[src/rtl/kbd_wb_responder.sv]
// kbd_wb_responder: Wishbone-mapped PET keyboard row registers with registered PIA column readback.
// Optional feature KBD_AUTO_RELEASE_EN releases all keys after AUTO_RELEASE_SCANS CPU scans without MCU writes.
module kbd_wb_responder #(
  parameter int ROW_COUNT          = 10,
  parameter int ADDR_WIDTH         = 20,
  parameter int DATA_WIDTH         = 8,
  parameter int AUTO_RELEASE_SCANS = 3
) (
  input  logic                  clock_i,
  input  logic                  reset_i,
  input  logic [ADDR_WIDTH-1:0] wb_addr_i,
  input  logic [DATA_WIDTH-1:0] wb_data_i,
  output logic [DATA_WIDTH-1:0] wb_data_o,
  input  logic                  wb_we_i,
  input  logic                  wb_cyc_i,
  input  logic                  wb_stb_i,
  output logic                  wb_ack_o,
  output logic                  wb_stall_o,
  input  logic [3:0]            pia_row_i,
  output logic [DATA_WIDTH-1:0] pia_col_o
);
  localparam logic [0:0] ST_IDLE = 1'b0;
  localparam logic [0:0] ST_ACK  = 1'b1;

  logic [0:0]            state_q, state_d;
  logic [DATA_WIDTH-1:0] rows_q [ROW_COUNT];
  logic [DATA_WIDTH-1:0] rows_d [ROW_COUNT];
  logic [DATA_WIDTH-1:0] rdata_q, rdata_d;
  logic [DATA_WIDTH-1:0] col_q, col_d;
  logic [DATA_WIDTH-1:0] rd_val;
  logic                  sel, accept, wr_accept, release_all;
  logic [3:0]            row_idx;
  logic                  unused_addr;

  assign sel         = (wb_addr_i[ADDR_WIDTH-1 -: 3] == 3'b011);
  assign row_idx     = wb_addr_i[3:0];
  assign accept      = wb_cyc_i & wb_stb_i & sel & ~wb_stall_o;
  assign wr_accept   = accept & wb_we_i;
  assign unused_addr = ^wb_addr_i[ADDR_WIDTH-4:4];

  assign wb_stall_o = (state_q == ST_ACK);
  // Dropping cyc mid-ACK kills the ack combinationally; the FSM still returns to IDLE.
  assign wb_ack_o   = (state_q == ST_ACK) & wb_cyc_i;
  assign wb_data_o  = rdata_q;
  assign pia_col_o  = col_q;

`ifdef KBD_AUTO_RELEASE_EN
  localparam int CNT_W = $clog2(AUTO_RELEASE_SCANS + 1);
  localparam logic [CNT_W-1:0] CNT_MAX = CNT_W'(AUTO_RELEASE_SCANS);

  logic [3:0]       prev_row_q, prev_row_d;
  logic [CNT_W-1:0] scan_cnt_q, scan_cnt_d;
  logic             scan_done;

  assign prev_row_d  = pia_row_i;
  assign scan_done   = (prev_row_q == 4'(ROW_COUNT - 1)) && (pia_row_i == 4'd0);
  assign release_all = (scan_cnt_q == CNT_MAX);

  // Any MCU write proves the link is alive, so it restarts the scan count.
  always_comb begin
    scan_cnt_d = scan_cnt_q;
    if (wr_accept) begin
      scan_cnt_d = '0;
    end else if (scan_done && !release_all) begin
      scan_cnt_d = scan_cnt_q + CNT_W'(1);
    end
  end

  always_ff @(posedge clock_i or posedge reset_i) begin
    if (reset_i) begin
      prev_row_q <= 4'd0;
      scan_cnt_q <= '0;
    end else begin
      prev_row_q <= prev_row_d;
      scan_cnt_q <= scan_cnt_d;
    end
  end
`else
  logic unused_cfg;
  assign release_all = 1'b0;
  assign unused_cfg  = AUTO_RELEASE_SCANS[0];
`endif

  always_comb begin
    state_d = state_q;
    rdata_d = rdata_q;
    rd_val  = '1;
    col_d   = '1;
    for (int i = 0; i < ROW_COUNT; i++) begin
      rows_d[i] = release_all ? '1 : rows_q[i];
      if (row_idx == 4'(i)) rd_val = rows_q[i];
      if (pia_row_i == 4'(i)) col_d = rows_q[i];
    end
    case (state_q)
      ST_IDLE: begin
        if (accept) begin
          state_d = ST_ACK;
          if (wb_we_i) begin
            for (int i = 0; i < ROW_COUNT; i++) begin
              if (row_idx == 4'(i)) rows_d[i] = wb_data_i;
            end
          end else begin
            rdata_d = rd_val;
          end
        end
      end
      default: state_d = ST_IDLE;
    endcase
  end

  always_ff @(posedge clock_i or posedge reset_i) begin
    if (reset_i) begin
      state_q <= ST_IDLE;
      rdata_q <= '0;
      col_q   <= '1;
      for (int i = 0; i < ROW_COUNT; i++) rows_q[i] <= '1;
    end else begin
      state_q <= state_d;
      rdata_q <= rdata_d;
      col_q   <= col_d;
      for (int i = 0; i < ROW_COUNT; i++) rows_q[i] <= rows_d[i];
    end
  end
endmodule

[config.mk]
export PLATFORM = sky130hd
export DESIGN_NAME = kbd_wb_responder
export DESIGN_NICKNAME = d
export VERILOG_FILES = /design/src/rtl/kbd_wb_responder.sv
export SDC_FILE = /design/constraint.sdc
export NUM_CORES = 1
export LEC_CHECK = 0
export CORE_ASPECT_RATIO = 1.75
export CORE_MARGIN = 5
export CORE_UTILIZATION = 65
export CTS_BUF_LIST = sky130_fd_sc_hd__clkbuf_16
export CTS_CLUSTER_DIAMETER = 120
export DETAILED_ROUTE_END_ITERATION = 10
export DONT_BUFFER_PORTS = 1
export GPL_TIMING_DRIVEN = 1
export HOLD_SLACK_MARGIN = 0.1
export PLACE_DENSITY = 0.93
export SYNTH_ARGS = -nofsm -noshare
export SYNTH_HDL_FRONTEND = slang
export SYNTH_SLANG_ARGS = --single-unit
export TNS_END_PERCENT = 100
[constraint.sdc]
create_clock -name clock_i -period 8.3 [get_ports clock_i]
set_input_delay 0.83 -clock clock_i [delete_from_list [all_inputs] [get_ports clock_i]]
set_output_delay 0.83 -clock clock_i [all_outputs]
set_load 0.1 [all_outputs]
# [Word level (Yosys, flattened, before mapping)]
# Cells that the tools add are included.
# W data, S select, Z words.
[op_classes] n_reduce_logical=13 n_eq_ne=19 bitwise=6 mux=22
[op_table] operator="$mux W8" n=20
[op_table] operator="$reduce_and A4 Y1" n=10
[op_table] operator="$eq A4 B3 Y1 const B" n=8
[op_table] operator="$eq A4 B2 Y1 const B" n=4
[op_table] operator="$eq A4 B4 Y1 const B" n=4
[op_table] operator="$eq A4 B1 Y1 const B" n=2
[op_table] operator="$logic_not A4 Y1" n=2
[op_table] operator="$and A1 B1 Y1" n=4
[op_table] operator="$eq A3 B2 Y1 const B" n=1
[op_table] operator="$reduce_and A3 Y1" n=1
[op_table] operator="$mux W1" n=2
[op_table] operator="$not A1 Y1" n=2
[totals] elab_cells=73 in_bits=37 ff_bits=97

# [Depth between registers and ports, before layout]
[depth] ltp_word=11 mapped_depth=8 depth_no_buf=5

# [Worst setup path after synthesis]
# No wires, ideal clock.
[synth_timing] path_kind="register to output" from="reg state_q, in the netlist wb_stall_o" to="out wb_ack_o" t_arrival_ns=1.776 required_ns=7.470 n_path_buf=0 setup_slack_ns=5.694 stages_incl_launch_ff=2 cell_sequence="dfrtp_1 and2_1"
[synth_via] elab_chain_len=1
[synth_lines] element="from (decl)" line_no="25" text="logic [0:0] state_q, state_d;"
[synth_lines] element="from (signal assigned)" line_no="118" text="state_q <= state_d;"
[synth_lines] element="$and A1 B1 Y1" line_no="43" text="assign wb_ack_o = (state_q == ST_ACK) & wb_cyc_i;"
[synth_lines] element="to (decl)" line_no="17" text="output logic wb_ack_o,"
# No other way between the ends.

# [Worst setup path in the final report]
# Same ends and word-level chain as after synthesis.

==> summary by stage <==
GRT
The total global routing track utilization is between 20% and 30%. The first global-routing pass estimated around 21000 µm of wire. The largest net degree at the start of global routing is 81. Global routing finished with a remaining overflow of 0. The number of global-route vias before repair is between 3000 and 4000. The initial antenna violation count was 0.

Floorplan
The die footprint is approximately 10000 µm². The die is between 70 and 80 µm wide. The number of cell rows is 44. The initial core utilization is approximately 66%. The area of the core is around 8200 µm². between 50 and 60 I/O pins were placed. The floorplan step set the die height to approximately 130 µm.

Cells and area
The growth of design area from synthesis to finish is 3.83%. The net count of the finished layout is around 480. 0 antenna diodes ended up in the layout. The share of post-route cells with drive strength above 1 is about 47%.

Synthesis
The largest family of logic cells by synthesized area is multiplexers. The count of cell types in the netlist is 65. The number of nets produced by synthesis is approximately 500. A synthesized cell averages about 12 µm². Of all flip-flops after synthesis, the portion carrying an async set or reset was 100%.

The complex-gate fraction of the synthesized area is 13.2%. The number of enable-type register cells in the synthesized netlist is 0. Summing the areas of all and, or, nand and nor instances in the mapped netlist gives between 10 and 15% of the synthesized area.

The synthesis-stage register bit count is slightly below 100. The count of mapped cells out of synthesis is 461. The xor/xnor cell area share of the yosys netlist is 0%. Of the post-synthesis cell area, the part taken by muxes is roughly a quarter. The synthesis warning total is 0.

The synthesized netlist devotes 0% of its cell area to adder and majority cells. The dominant register cell in the synthesized netlist is dfstp_2. Summing the sequential cell areas from Yosys gives a little under half of the chip area. The post-synthesis instance area is 5390 µm².

Drt
The number of iterations in the first detailed-routing pass is 6. Using the TritonRoute via totals, the vias-per-cell ratio works out to ~7.3. The final routed wirelength across all metal layers is 13400 µm. The residual antenna-violating net count after detailed routing is 0.

The routed layout has around 3900 vias. For this run, design rule violations remaining after detail routing come to 0. In this run, the number of DRC markers left after iteration 0 of detailed routing was around 500. The final routed wire length divided by cell count is about 25 µm.

Worst setup path
Along the worst path, the maximum fanout reaches 3. The longest individual stage delay on the worst path is around 0.94 ns. The kind of cell with the highest combined delay on the critical path is flip-flops.

The cell depth of the worst flop-to-flop path is 5. The critical path contains buffers and inverters numbering 0 combined. The largest individual stage delay along the critical path comes from the cell dfrtp_1. The critical path goes through and2_1. Data arrives at the worst endpoint at between 2 and 2.5 ns.

The required arrival time at the worst endpoint is about 7.5 ns. In this run the critical register-to-register path is launched from wb_stall_o. The category of the critical setup timing path is reg -> out. The worst setup path is launched from a register. The worst setup path is captured at a primary output. The endpoint of the worst register-to-register path is rows_q[27]. The setup slack of the most critical reg-to-reg path is ~5.6 ns.

STA
The total count of max-transition violations in the final report was 0. In this run the tightest slew margin relative to its limit is a little over a third. The maximum clock frequency is roughly 330 MHz. The total negative slack for setup checks is 0 ns. The share of the cycle needed by the critical path after routing is a little over a third. At the pin with the least slew margin, the transition time is 0.973 ns. The clock period could shrink to roughly 3.0 ns.

Across all hold checks on the routed design, the worst slack comes to approximately 0.54 ns. Setup repair after global routing left no endpoint under its margin. The final hold violation count is 0. Between clock sinks in the finished design, the worst skew comes to 0.00545 ns.

The setup violation total in the final timing report is 0.

Clocking
In this run the post-CTS setup repair buffer count came out at 0. The clock tree from TritonCTS is done. Clock tree synthesis found a total of slightly below 100 sinks. The number of levels in the clock H-tree is 3.

The number of buffers added by the clock tree synthesis step is 9. Buffers inserted to repair hold after CTS numbered 0. The clock tree buffer depth is 2. The clock root buffer is clkbuf_16.

The clock transition at the registers of the reported paths is 0.06 ns. Clock latency on the worst-skew pair, taken at its later pin, is around 0.35 ns. The quantity of gates resized following cts is 0.

Worst hold path
The kind of path behind the tightest hold check is in -> async.

Power
For this design the ratio of total power to cell area is 192 nW/µm². VDD sags by at most 0.136 mV. Summed over all cells, the static leakage comes to around 2.2 nW.

Place
The global placer's final weighted congestion is 0.916. The port buffer count is 0. Detailed placement ended at an HPWL of ~9000 µm.

Outcome
The flow ran to the end, and the final reports show no timing, DRC or antenna violations.

Flow run
The number of max-cap violations is 0.
==> registers in the layout, indices dropped and copies added, names as in the netlist <==
register    cells
rows_q         80
pia_col_o       8
wb_data_o       8
wb_stall_o      1
==> placed cells by master (no fill, tap or decap), types with 6 or more instances in the layout <==
cell / instances
nor2b_1: 9
a211oi_1: 8
mux4_2: 7
mux2_2: 75
inv_1: 13
a21oi_1: 27
dfstp_2: 88
nor2_1: 23
a31oi_1: 6
mux2_4: 8
o21ai_0: 24
clkbuf_16: 9
nand3_1: 10
nand2_1: 16
mux2i_1: 16
dfrtp_1: 9
o22ai_1: 7
nand2b_1: 6
==> where the power goes <==
group          internal (mW)  switching, mW
logic                 0.0384         0.0441
registers              0.509          0.120
clock network          0.196          0.168
==> worst reg2reg max path, stage by stage (launching register included) <==
cell and delay [ns]:
dfrtp_1 0.74, and4b_1 0.44, and3b_1 0.36, nand3_4 0.18, nor3b_4 0.54, mux2_2 0.40
==> cells in the mapped netlist (6+ instances only) <==
| cell type | number | share of area, % |
|---|---|---|
| inv_1 | 9 | 0.63 |
| o22ai_1 | 7 | 0.81 |
| dfrtp_1 | 9 | 4.2 |
| mux2i_1 | 16 | 3.0 |
| nand2b_1 | 6 | 0.70 |
| a21oi_1 | 27 | 2.5 |
| buf_2 | 12 | 1.1 |
| nor2b_1 | 9 | 1.0 |
| mux2_4 | 8 | 2.2 |
| dfstp_2 | 88 | 43 |
| buf_1 | 9 | 0.63 |
| mux2_2 | 75 | 16 |
| a211oi_1 | 8 | 1.1 |
| nand3_1 | 10 | 0.93 |
| o21ai_0 | 24 | 2.2 |
| nand2_1 | 16 | 1.1 |
| nor2_1 | 23 | 1.6 |
| mux4_2 | 7 | 2.9 |
| a31oi_1 | 6 | 0.70 |
| clkbuf_1 | 8 | 0.56 |
==> metal layers <==
| layer | vias up | share of wire, % | GRT usage, % | wire length [µm] |
|---|---|---|---|---|
| met5 | - | 0 | 0 | 0 |
| met4 | 0 | 4.4 | 17.1 | 588 |
| met3 | 49 | 7.3 | 6.31 | 969 |
| met2 | 222 | 51 | 44.9 | 6810 |
| met1 | 1949 | 37 | 32.8 | 4980 |
| li1 | 1682 | - | - | - |
==> worst max path at each step <==
stage / end / slack (ns) / from / cells past startpoint
2_1_floorplan: wb_data_o[0] / 5.08 / reset_i / 1
3_3_place_gp: rows_q[28] / 5.67 / wb_stall_o / 5
3_5_place_dp: rows_q[25] / 5.61 / wb_stall_o / 5
4_1_cts: wb_ack_o / 5.29 / wb_stall_o / 1
5_1_grt: wb_ack_o / 5.27 / wb_stall_o / 1
6_report: wb_ack_o / 5.30 / wb_stall_o / 1
==> final cells by class <==
cell class / instances / area, µm²
inverters: 11 / 42.5
multi-input cells: 320 / 2640
well taps: 92 / 115
clock inverters: 7 / 26.3
fillers: 564 / 2610
repair buffers: 1 / 7.51
flip-flops and latches: 97 / 2540
clock buffers: 9 / 225
==> logic make-up (layout without fill, tap and decap cells) <==
| kind of cell | count (synthesis) | in the layout |
|---|---|---|
| AOI/OAI and AO/OA | 109 | 109 |
| buffers and inverters | 44 | 28 |
| DFF | 97 | 97 |
| muxes | 106 | 106 |
| and+or+nand+nor | 105 | 105 |
==> through the flow <==
stage               utilization, %  power [mW]  cell area [µm²]  instances  setup slack (ns)
floorplan                        -       0.712             5390        461              5.08
global placement              65.2       0.710             5350        521              5.67
detailed placement            65.2       0.716             5350        521              5.61
CTS                           68.2        1.08             5600        537              5.29
global route                  68.2        1.11             5600        537              5.27
finish                        68.2        1.07             5600        537              5.30
No activity file was read; power rests on OpenSTA's default activity.
